File: config.mk
export PLATFORM = sky130hd
export DESIGN_NAME = led_pwm_fader_flat
export DESIGN_NICKNAME = d
export VERILOG_FILES = /design/src/rtl/led_pwm_pkg.sv /design/src/rtl/led_pwm_fader_if.sv /design/src/rtl/led_pwm_channel.sv /design/src/rtl/led_pwm_fader.sv /design/src/flat_wrapper.sv
export SDC_FILE = /design/constraint.sdc
export NUM_CORES = 1
export LEC_CHECK = 0
export BUFFER_PORTS_ARGS = -buffer_cell sky130_fd_sc_hd__buf_2
export CAP_MARGIN = 10
export CORE_ASPECT_RATIO = 1.2
export CORE_MARGIN = 10
export CORE_UTILIZATION = 65
export CTS_CLUSTER_DIAMETER = 200
export DETAILED_ROUTE_END_ITERATION = 16
export PLACE_DENSITY = 0.89
export SLEW_MARGIN = 15
export SYNTH_ARGS = -nofsm -noshare
export SYNTH_HDL_FRONTEND = slang
export SYNTH_SLANG_ARGS = --single-unit
export TNS_END_PERCENT = 20
File: constraint.sdc
create_clock -name clk -period 11.5 [get_ports clk]
set_input_delay 1.15 -clock clk [delete_from_list [all_inputs] [get_ports clk]]
set_output_delay 1.15 -clock clk [all_outputs]
set_load 0.005 [all_outputs]
File: src/rtl/led_pwm_pkg.sv
// ============================================================================
// Module      : led_pwm_pkg
// Description : Shared widths, limits and level-step helper for the LED fader.
// Revision    : 1.0 - initial release
// ============================================================================
`default_nettype none

package led_pwm_pkg;

  localparam int LEVEL_W = 8;
  localparam logic [LEVEL_W-1:0] LEVEL_MAX = 8'hFF;
  localparam int NCH_MAX = 8;
  localparam int ADDR_W = $clog2(NCH_MAX);

  typedef logic [LEVEL_W-1:0] chan_level_t;

  // One unit toward the target, saturating at both ends of the range.
  function automatic chan_level_t step_toward(chan_level_t lvl, chan_level_t tgt);
    chan_level_t res;
    res = lvl;
    if ((lvl < tgt) && (lvl != LEVEL_MAX)) begin
      res = lvl + LEVEL_W'(1);
    end else if ((lvl > tgt) && (lvl != '0)) begin
      res = lvl - LEVEL_W'(1);
    end
    return res;
  endfunction

endpackage

`default_nettype wire

File: src/rtl/led_pwm_fader_if.sv
// ============================================================================
// Module      : led_pwm_fader_if
// Description : Valid/ready write port carrying a channel index and target.
// Revision    : 1.0 - initial release
// ============================================================================
`default_nettype none

interface led_pwm_fader_if;
  import led_pwm_pkg::*;

  logic              wr_valid;
  logic              wr_ready;
  logic [ADDR_W-1:0] wr_addr;
  chan_level_t       wr_data;

  modport master (output wr_valid, output wr_addr, output wr_data, input wr_ready);
  modport slave  (input wr_valid, input wr_addr, input wr_data, output wr_ready);

endinterface

`default_nettype wire

File: src/rtl/led_pwm_channel.sv
// ============================================================================
// Module      : led_pwm_channel
// Description : One LED channel: target register, fading level, PWM compare.
// Revision    : 1.0 - initial release
// ============================================================================
`default_nettype none

module led_pwm_channel
  import led_pwm_pkg::*;
(
  input  logic        clk,
  input  logic        rst,
  input  logic        we_i,
  input  chan_level_t wr_data_i,
  input  logic        wrap_i,
  input  chan_level_t pwm_cnt_i,
  output logic        led_o,
  output logic        mismatch_o
);

  chan_level_t target_q, target_d;
  chan_level_t level_q, level_d;
  logic        led_q, led_d;

  // The step reads target_q, so a write landing on a wrap waits one period.
  always_comb begin
    target_d = we_i ? wr_data_i : target_q;
    level_d  = wrap_i ? step_toward(level_q, target_q) : level_q;
    led_d    = (pwm_cnt_i < level_q);
  end

  always_ff @(posedge clk or posedge rst) begin
    if (rst) begin
      target_q <= '0;
      level_q  <= '0;
      led_q    <= 1'b0;
    end else begin
      target_q <= target_d;
      level_q  <= level_d;
      led_q    <= led_d;
    end
  end

  assign led_o      = led_q;
  assign mismatch_o = (level_q != target_q);

endmodule

`default_nettype wire

File: src/rtl/led_pwm_fader.sv
// ============================================================================
// Module      : led_pwm_fader
// Description : Per-LED brightness/fade engine with shared prescaler and PWM.
// Revision    : 1.0 - initial release
// ============================================================================
`default_nettype none

module led_pwm_fader
  import led_pwm_pkg::*;
#(
  parameter int NCH      = 8,
  parameter int PRESCALE = 16
) (
  input  logic           clk,
  input  logic           rst,
  led_pwm_fader_if.slave wr,
  output logic [NCH-1:0] led,
  output logic           period_strobe,
  output logic           busy
);

  localparam int PW = (PRESCALE > 1) ? $clog2(PRESCALE) : 1;
  localparam logic [PW-1:0] PRESC_LAST = PW'(PRESCALE - 1);

  logic [PW-1:0] presc_cnt_q, presc_cnt_d;
  chan_level_t   pwm_cnt_q, pwm_cnt_d;
  logic          wr_ready_q;
  logic          period_strobe_q;
  logic          busy_q, busy_d;
  logic          tick;
  logic          wrap;
  logic          wr_fire;
  logic [NCH-1:0] chan_we;
  logic [NCH-1:0] mismatch;

  assign tick    = (presc_cnt_q == PRESC_LAST);
  assign wrap    = tick && (pwm_cnt_q == LEVEL_MAX);
  assign wr_fire = wr.wr_valid && wr_ready_q;

  always_comb begin
    presc_cnt_d = tick ? '0 : presc_cnt_q + PW'(1);
    pwm_cnt_d   = tick ? pwm_cnt_q + LEVEL_W'(1) : pwm_cnt_q;
    busy_d      = |mismatch;
  end

  always_ff @(posedge clk or posedge rst) begin
    if (rst) begin
      presc_cnt_q     <= '0;
      pwm_cnt_q       <= '0;
      wr_ready_q      <= 1'b0;
      period_strobe_q <= 1'b0;
      busy_q          <= 1'b0;
    end else begin
      presc_cnt_q     <= presc_cnt_d;
      pwm_cnt_q       <= pwm_cnt_d;
      wr_ready_q      <= 1'b1;
      period_strobe_q <= wrap;
      busy_q          <= busy_d;
    end
  end

  // Addresses at or above NCH match no channel, so such writes are dropped.
  for (genvar i = 0; i < NCH; i++) begin : g_chan
    assign chan_we[i] = wr_fire && (wr.wr_addr == ADDR_W'(i));

    led_pwm_channel u_chan (
      .clk        (clk),
      .rst        (rst),
      .we_i       (chan_we[i]),
      .wr_data_i  (wr.wr_data),
      .wrap_i     (wrap),
      .pwm_cnt_i  (pwm_cnt_q),
      .led_o      (led[i]),
      .mismatch_o (mismatch[i])
    );
  end

  assign wr.wr_ready    = wr_ready_q;
  assign period_strobe  = period_strobe_q;
  assign busy           = busy_q;

endmodule

`default_nettype wire

File: src/flat_wrapper.sv
// flat-port wrapper written by rule: the top's interface ports become plain ports
module led_pwm_fader_flat import led_pwm_pkg::*;
#(
  parameter int NCH      = 8,
  parameter int PRESCALE = 16
)
  (clk, rst, led, period_strobe, busy, wr_wr_valid, wr_wr_addr, wr_wr_data, wr_wr_ready);
  led_pwm_fader_if wr_i ();
  input  logic clk;
  input  logic rst;
  output logic [NCH-1:0] led;
  output logic period_strobe;
  output logic busy;
  input wire logic [$bits(wr_i.wr_valid)-1:0] wr_wr_valid;
  input wire logic [$bits(wr_i.wr_addr)-1:0] wr_wr_addr;
  input wire logic [$bits(wr_i.wr_data)-1:0] wr_wr_data;
  output wire logic [$bits(wr_i.wr_ready)-1:0] wr_wr_ready;
  assign wr_i.wr_valid = wr_wr_valid;
  assign wr_i.wr_addr = wr_wr_addr;
  assign wr_i.wr_data = wr_wr_data;
  assign wr_wr_ready = wr_i.wr_ready;
  led_pwm_fader #(.NCH(NCH), .PRESCALE(PRESCALE)) u_core (.clk(clk), .rst(rst), .wr(wr_i), .led(led), .period_strobe(period_strobe), .busy(busy));
endmodule
; ---- After elaboration in Yosys (flattened, before gate mapping)
; Index checks and enable logic that the tools add are counted.
[word_totals]
word_cells = 165
out_inout_bits = 11
register_bits = 151
input_bits = 14
[classes]
n_addsub = 18
magnitude_cmp = 24
eq_ne = 25
n_reduce_logical = 52
muxes = 17
[ops]
columns = cell, n
row1 = $lt 8x8->1, 16
row2 = $mux 8, 16
row3 = $add 8x1->8 const B, 9
row4 = $gt 8x8->1, 8
row5 = $ne 8x8->1, 8
row6 = $ne 8x8->1 const B, 8
row7 = $reduce_bool 8->1, 8
row8 = $sub 8x1->8 const B, 8
row9 = $logic_and 1x1->1, 26
row10 = $reduce_and 2->1, 8
row11 = $reduce_bool 2->1, 8
row12 = $eq 3x3->1 const B, 4
row13 = $eq 8x8->1 const B, 1
row14 = $reduce_or 8->1, 1
row15 = $eq 3x2->1 const B, 2
row16 = $add 4x1->4 const B, 1
row17 = $eq 4x4->1 const B, 1
row18 = $mux 4, 1
row19 = $eq 3x1->1 const B, 1
row20 = $logic_not 3->1, 1

; ---- Depth between registers and ports, before layout
[depth]
word_depth = 4
ltp_mapped = 13

; ---- By module
; Synthesis repeated with hierarchy kept, for this count alone.
[unflattened]
cells_unflattened = 1155
area_unflattened_um2 = 11197.0
[by_module_without_submodules]
columns = mod, cells_per_inst, area_per_inst_um2, n_inst
row1 = led_pwm_channel, 136, 1312.5, 8
row2 = led_pwm_fader, 67, 696.9, 1

; ---- Worst setup path after synthesis
; Ideal clock, no wire load.
[synth_timing]
path_kind = reg2reg
from = reg u_core.g_chan[2].u_chan.level_q[1]
to = reg u_core.g_chan[2].u_chan.level_q[7]
path_buffers = 0
setup_slack_ns = 8.352
synth_period_minus_slack_ns = 3.148
required_time_ns = 11.420
arrival_ns = 3.069
path_stages_with_launch = 13
path_cell_list = dfrtp_1 ha_1 nor2b_1 o211ai_1 a21oi_1 or3_1 ha_1 nand3_1 o211ai_1 o41ai_1 or4_1 a21oi_1 xnor2_1
[synth_via]
elab_chain_len = 4
elab_cells_between_ends = 12
classes_between = 2 x add/sub / 2 x order compare / 1 x eq/ne / 2 x mux / 5 x reduce/logical
[synth_lines]
columns = element, line
row1 = "start, declared", led_pwm_channel.sv:22  ; chan_level_t level_q, level_d;
row2 = "start signal, assigned", led_pwm_channel.sv:39  ; level_q <= level_d;
row3 = "$lt 8x8->1, or another cell as far along", led_pwm_pkg.sv:21  ; if ((lvl < tgt) && (lvl != LEVEL_MAX)) begin
row4 = $logic_and 1x1->1 (on tied branches), "led_pwm_pkg.sv:21, led_pwm_pkg.sv:23"
row5 = $reduce_bool 2->1 (no source line), n/a
row6 = $reduce_and 2->1 (no source line), n/a
; Parallel ways exist; a longest one is shown, timed or not. The select of a mux whose other input is x is not followed.
; A chain may end at the register's enable or synchronous reset.

; ---- Worst setup path in the final report
[layout_timing]
from = reg u_core.g_chan[0].u_chan.level_q[1]
to = reg u_core.g_chan[0].u_chan.level_q[7]
[layout_via]
elab_chain_len = 4
elab_cells_between_ends = 12
classes_between = 2 x add/sub / 2 x order compare / 1 x eq/ne / 2 x mux / 5 x reduce/logical
[layout_lines]
columns = element, line
row1 = "start, declared", led_pwm_channel.sv:22
row2 = "start signal, assigned", led_pwm_channel.sv:39
row3 = "$lt 8x8->1, or another cell as far along", led_pwm_pkg.sv:21
row4 = $logic_and 1x1->1 (on tied branches), "led_pwm_pkg.sv:21, led_pwm_pkg.sv:23"
row5 = $reduce_bool 2->1 (no source line), n/a
row6 = $reduce_and 2->1 (no source line), n/a
; Parallel ways exist; a longest one is shown, timed or not. The select of a mux whose other input is x is not followed.

==> run summary <==
Routed wirelength normalized by instance count = 18.9 um
Reg2reg path depth = 12
Number of nets produced by synthesis = 1311
Initial drt markers = 738
Clock Tree Buf Depth = 2
Setup Slack @ Placement = 8.06 ns
Overflow after GRT = 0
RSZ-0062 raised after global routing = false
Period Utilization, post-route = 31.0%
DRC violation count after routing = 0
Critical path, cell by cell = ha_1 > nor2b_1 > o21ai_1 > a31oi_1 > or3_4 > ha_1 > nand3_1 > o211ai_1 > o41ai_1 > or4_1 > a21oi_1 > xnor2_1
Die outline width = 138 um
Pin count of the biggest net entering global routing = 81
Worst-case register-to-register setup slack = 7.94 ns
Time the final worst path needs with I/O delays and setup = 3.56 ns
DRT antenna net count = 0
Clock slew at reported path FFs = 0.06 ns
R2R Path End = u_core.g_chan[0].u_chan.level_q[7]
CP startpoint = u_core.g_chan[0].u_chan.level_q[1]
Final non-filler cell area = 11700 sq um
Count of input and output buffers = 24
Cell depth of the worst hold path = 1
Vias = 8500
Area of the die = 22300 sq um
Wire length of the first global-routing pass = 42400 um
Clock Root Buffer = sky130_fd_sc_hd__clkbuf_16
Number of antenna violations at the first check in global routing = 0
Combined flip-flop and latch cell area = 3780 sq um
Slowest stage cell, crit path = sky130_fd_sc_hd__or4_1
Buffers plus inverters on the worst setup path = 0
Top post-synthesis cells by area = sky130_fd_sc_hd__dfrtp_1 (35%), sky130_fd_sc_hd__ha_1 (20%), sky130_fd_sc_hd__inv_1 (4.8%)
Actual slew at the worst max-slew pin = 1.01 ns
Yosys top cell by area = sky130_fd_sc_hd__dfrtp_1
Total of hold buffers inserted after clock tree synthesis = 0
Total routed wirelength = 25700 um
Total core area = 16300 sq um
Post-detail-place hpwl = 17400 um
Worst Path Arrival = 3.91 ns
Maximum cell stage delay along the critical path = 0.50 ns
Starting density of the core = 66.6%
TritonCTS clock tree = done
Cell area power density = 119 nW/um^2
Via count of the first global-routing pass = 8721
Cell count after synthesis = 1119
Critical path startpoint category = flip-flop
Clock network latency to the later pin of the worst-skew pair = 0.44 ns
Count of max-cap constraint violations = 0
Cell repeated most along the worst path = sky130_fd_sc_hd__ha_1
Final Max Tran Viols = 0
Final hold viol count = 0
Type of the worst setup path = reg -> reg
Die Span Y = 162 um
Worst hold endpoint = u_core.g_chan[0].u_chan.target_q[5]
Layout Area Growth over Synthesis = 7.70%
Flip-flop cell with the highest count after synthesis = sky130_fd_sc_hd__dfrtp_1
Final setup skew = 0.0165 ns
Sequential element share of the synthesized area = 34.7%
Lkg Pwr = 0.00570 uW
Final worst slack = 7.94 ns
Outcome = complete, no violations
# H-tree levels = 4
Warnings from Yosys = 0
Total Neg Setup Slack = 0 ns
Number of synthesized flops with an enable pin = 0
Count of state elements after synthesis = 151
Hold_ws = 0.508 ns
Startpoint of the tightest hold check path = u_core.g_chan[0].u_chan.target_q[5]
Synthesized cell area = 10900 sq um
Fraction of the core area covered by cells at the end of the flow = 71.8%
Placed Area = 11100 sq um
Number of clock sinks = 151
Buffer count from post-CTS setup fixing = 0
Remaining max-slew budget at the tightest pin = 32.6%
Fin nets = 1325
Most frequent cells after synthesis = sky130_fd_sc_hd__ha_1 (170), sky130_fd_sc_hd__dfrtp_1 (151), sky130_fd_sc_hd__inv_1 (139)
Antenna fix cells = 0
Kind of capture point of the worst setup path = flip-flop
Achievable clock frequency = 281 MHz
Req. time, crit path = 11.85 ns
Fillers = 1137
Num CTS Buffers = 17
Top Family by Delay on Critical Path = simple AND/OR/NAND/NOR gates
Source of the worst register-to-register timing path = u_core.g_chan[0].u_chan.level_q[1]
Number of placed I/O pins = 25
Total number of placement rows = 51
Via density per instance = 6.26
Multi-input gate area = 6400 sq um
Count of endpoints failing setup in the final report = 0
Count of instances resized after the clock tree is built = 0
Worst hold path type = reg -> reg
Fraction of layout instances using a drive strength above 1 = 8.30%
Placer congestion estimate = 0.916
Most frequent cell after synthesis = sky130_fd_sc_hd__ha_1
Post-synthesis cell type count = 43
Number of search-and-repair iterations in the first detailed-routing pass = 6
Fraction of registers with async set or reset after synthesis = 100%
Post-synth top area share = 34.7%
Critical Path Fanout Max = 8
Avg Synthesized Cell Area = 9.73 sq um
Worst vdd rail ir drop = 0.0000880 V
GRT Total Usage = 22.8%
[layout make-up]
cell class	instances	area share, %
multi-input combinational	799	54.6
timing repair buffer	25	1.09
tap	212	2.26
inverter	139	4.49
sequential	151	32.2
clock inverter	10	1.23
clock buffer	21	4.10
[worst max path at each step]
stage / to / slack (ns) / cells past startpoint
after floorplan: u_core.busy / 6.29 / 1
after global placement: u_core.g_chan[2].u_chan.level_q[7] / 8.17 / 12
after detailed placement: u_core.g_chan[6].u_chan.level_q[7] / 8.06 / 11
after CTS: u_core.g_chan[0].u_chan.level_q[7] / 7.96 / 12
after global routing: u_core.g_chan[0].u_chan.level_q[7] / 7.72 / 12
final: u_core.g_chan[0].u_chan.level_q[7] / 7.94 / 12
[sequential cells by signal (all words and copies together) (netlist names)]
register,cells
u_core.busy,1
u_core.g_chan.u_chan.target_q,64
u_core.wr.wr_ready,1
u_core.g_chan.u_chan.level_q,64
u_core.pwm_cnt_q,8
u_core.period_strobe,1
u_core.presc_cnt_q,4
u_core.g_chan.u_chan.led_o,8
[power by group]
| part | switching (uW) | leakage (uW) | internal, uW | total [uW] |
|---|---|---|---|---|
| Sequential | 21.2 | 0.00196 | 585 | 606 |
| Combinational | 120 | 0.00344 | 77.0 | 197 |
| Clock | 228 | 0.000298 | 364 | 592 |
[metal layers]
layer  global-route usage (%)  vias up  routed length, um
met4                     12.4        0                988
met3                     3.33       82               1590
met5                        0        -                  0
li1                         -     3993                  -
met1                     26.9     4123              10400
met2                     39.3      302              12700
[logic make-up (layout without fill, tap and decap cells)]
family                   count (synthesis)  after routing  share of synthesized area (%)
flip-flops                             151            151                           34.7
adder cells (fa/ha/maj)                178            178                           21.0
buffers and inverters                  169            195                           6.48
other                                    1              1                         0.0344
AO/OA/AOI/OAI                          249            249                           14.4
multiplexers                            71             71                           7.09
XOR/XNOR                                64             64                           5.15
AND/OR/NAND/NOR                        236            236                           11.1
[cell usage in the layout, fill, tap and decap left out, types with 3 or more instances in the layout]
| master | n |
|---|---|
| sky130_fd_sc_hd__clkinvlp_4 | 3 |
| sky130_fd_sc_hd__nor2_1 | 46 |
| sky130_fd_sc_hd__mux2_2 | 23 |
| sky130_fd_sc_hd__or4_1 | 10 |
| sky130_fd_sc_hd__ha_1 | 170 |
| sky130_fd_sc_hd__nand4_1 | 31 |
| sky130_fd_sc_hd__o21bai_1 | 25 |
| sky130_fd_sc_hd__or3_4 | 3 |
| sky130_fd_sc_hd__nor3_1 | 9 |
| sky130_fd_sc_hd__or3_1 | 7 |
| sky130_fd_sc_hd__a21oi_1 | 62 |
| sky130_fd_sc_hd__bufinv_16 | 3 |
| sky130_fd_sc_hd__a21oi_4 | 3 |
| sky130_fd_sc_hd__a21o_1 | 38 |
| sky130_fd_sc_hd__inv_1 | 138 |
| sky130_fd_sc_hd__mux2_4 | 6 |
| sky130_fd_sc_hd__dfrtp_1 | 151 |
| sky130_fd_sc_hd__o21ai_0 | 64 |
| sky130_fd_sc_hd__nand2_1 | 60 |
| sky130_fd_sc_hd__mux2i_1 | 40 |
| sky130_fd_sc_hd__nor4_1 | 15 |
| sky130_fd_sc_hd__nor2b_1 | 8 |
| sky130_fd_sc_hd__a31oi_1 | 11 |
| sky130_fd_sc_hd__o211ai_1 | 21 |
| sky130_fd_sc_hd__clkbuf_16 | 17 |
| sky130_fd_sc_hd__o41ai_1 | 8 |
| sky130_fd_sc_hd__fa_1 | 8 |
| sky130_fd_sc_hd__nand2b_1 | 11 |
| sky130_fd_sc_hd__buf_2 | 24 |
| sky130_fd_sc_hd__nand3_1 | 30 |
| sky130_fd_sc_hd__xor2_1 | 23 |
| sky130_fd_sc_hd__xnor2_1 | 41 |
| sky130_fd_sc_hd__clkbuf_8 | 4 |
| sky130_fd_sc_hd__a211oi_1 | 13 |
[metrics by stage]
step	cells	power (uW)
2_1_floorplan	1119	753
3_3_place_gp	1326	788
3_5_place_dp	1326	804
4_1_cts	1357	1390
5_1_grt	1357	1450
6_report	1357	1400
No activity file was read; power rests on OpenSTA's default activity.
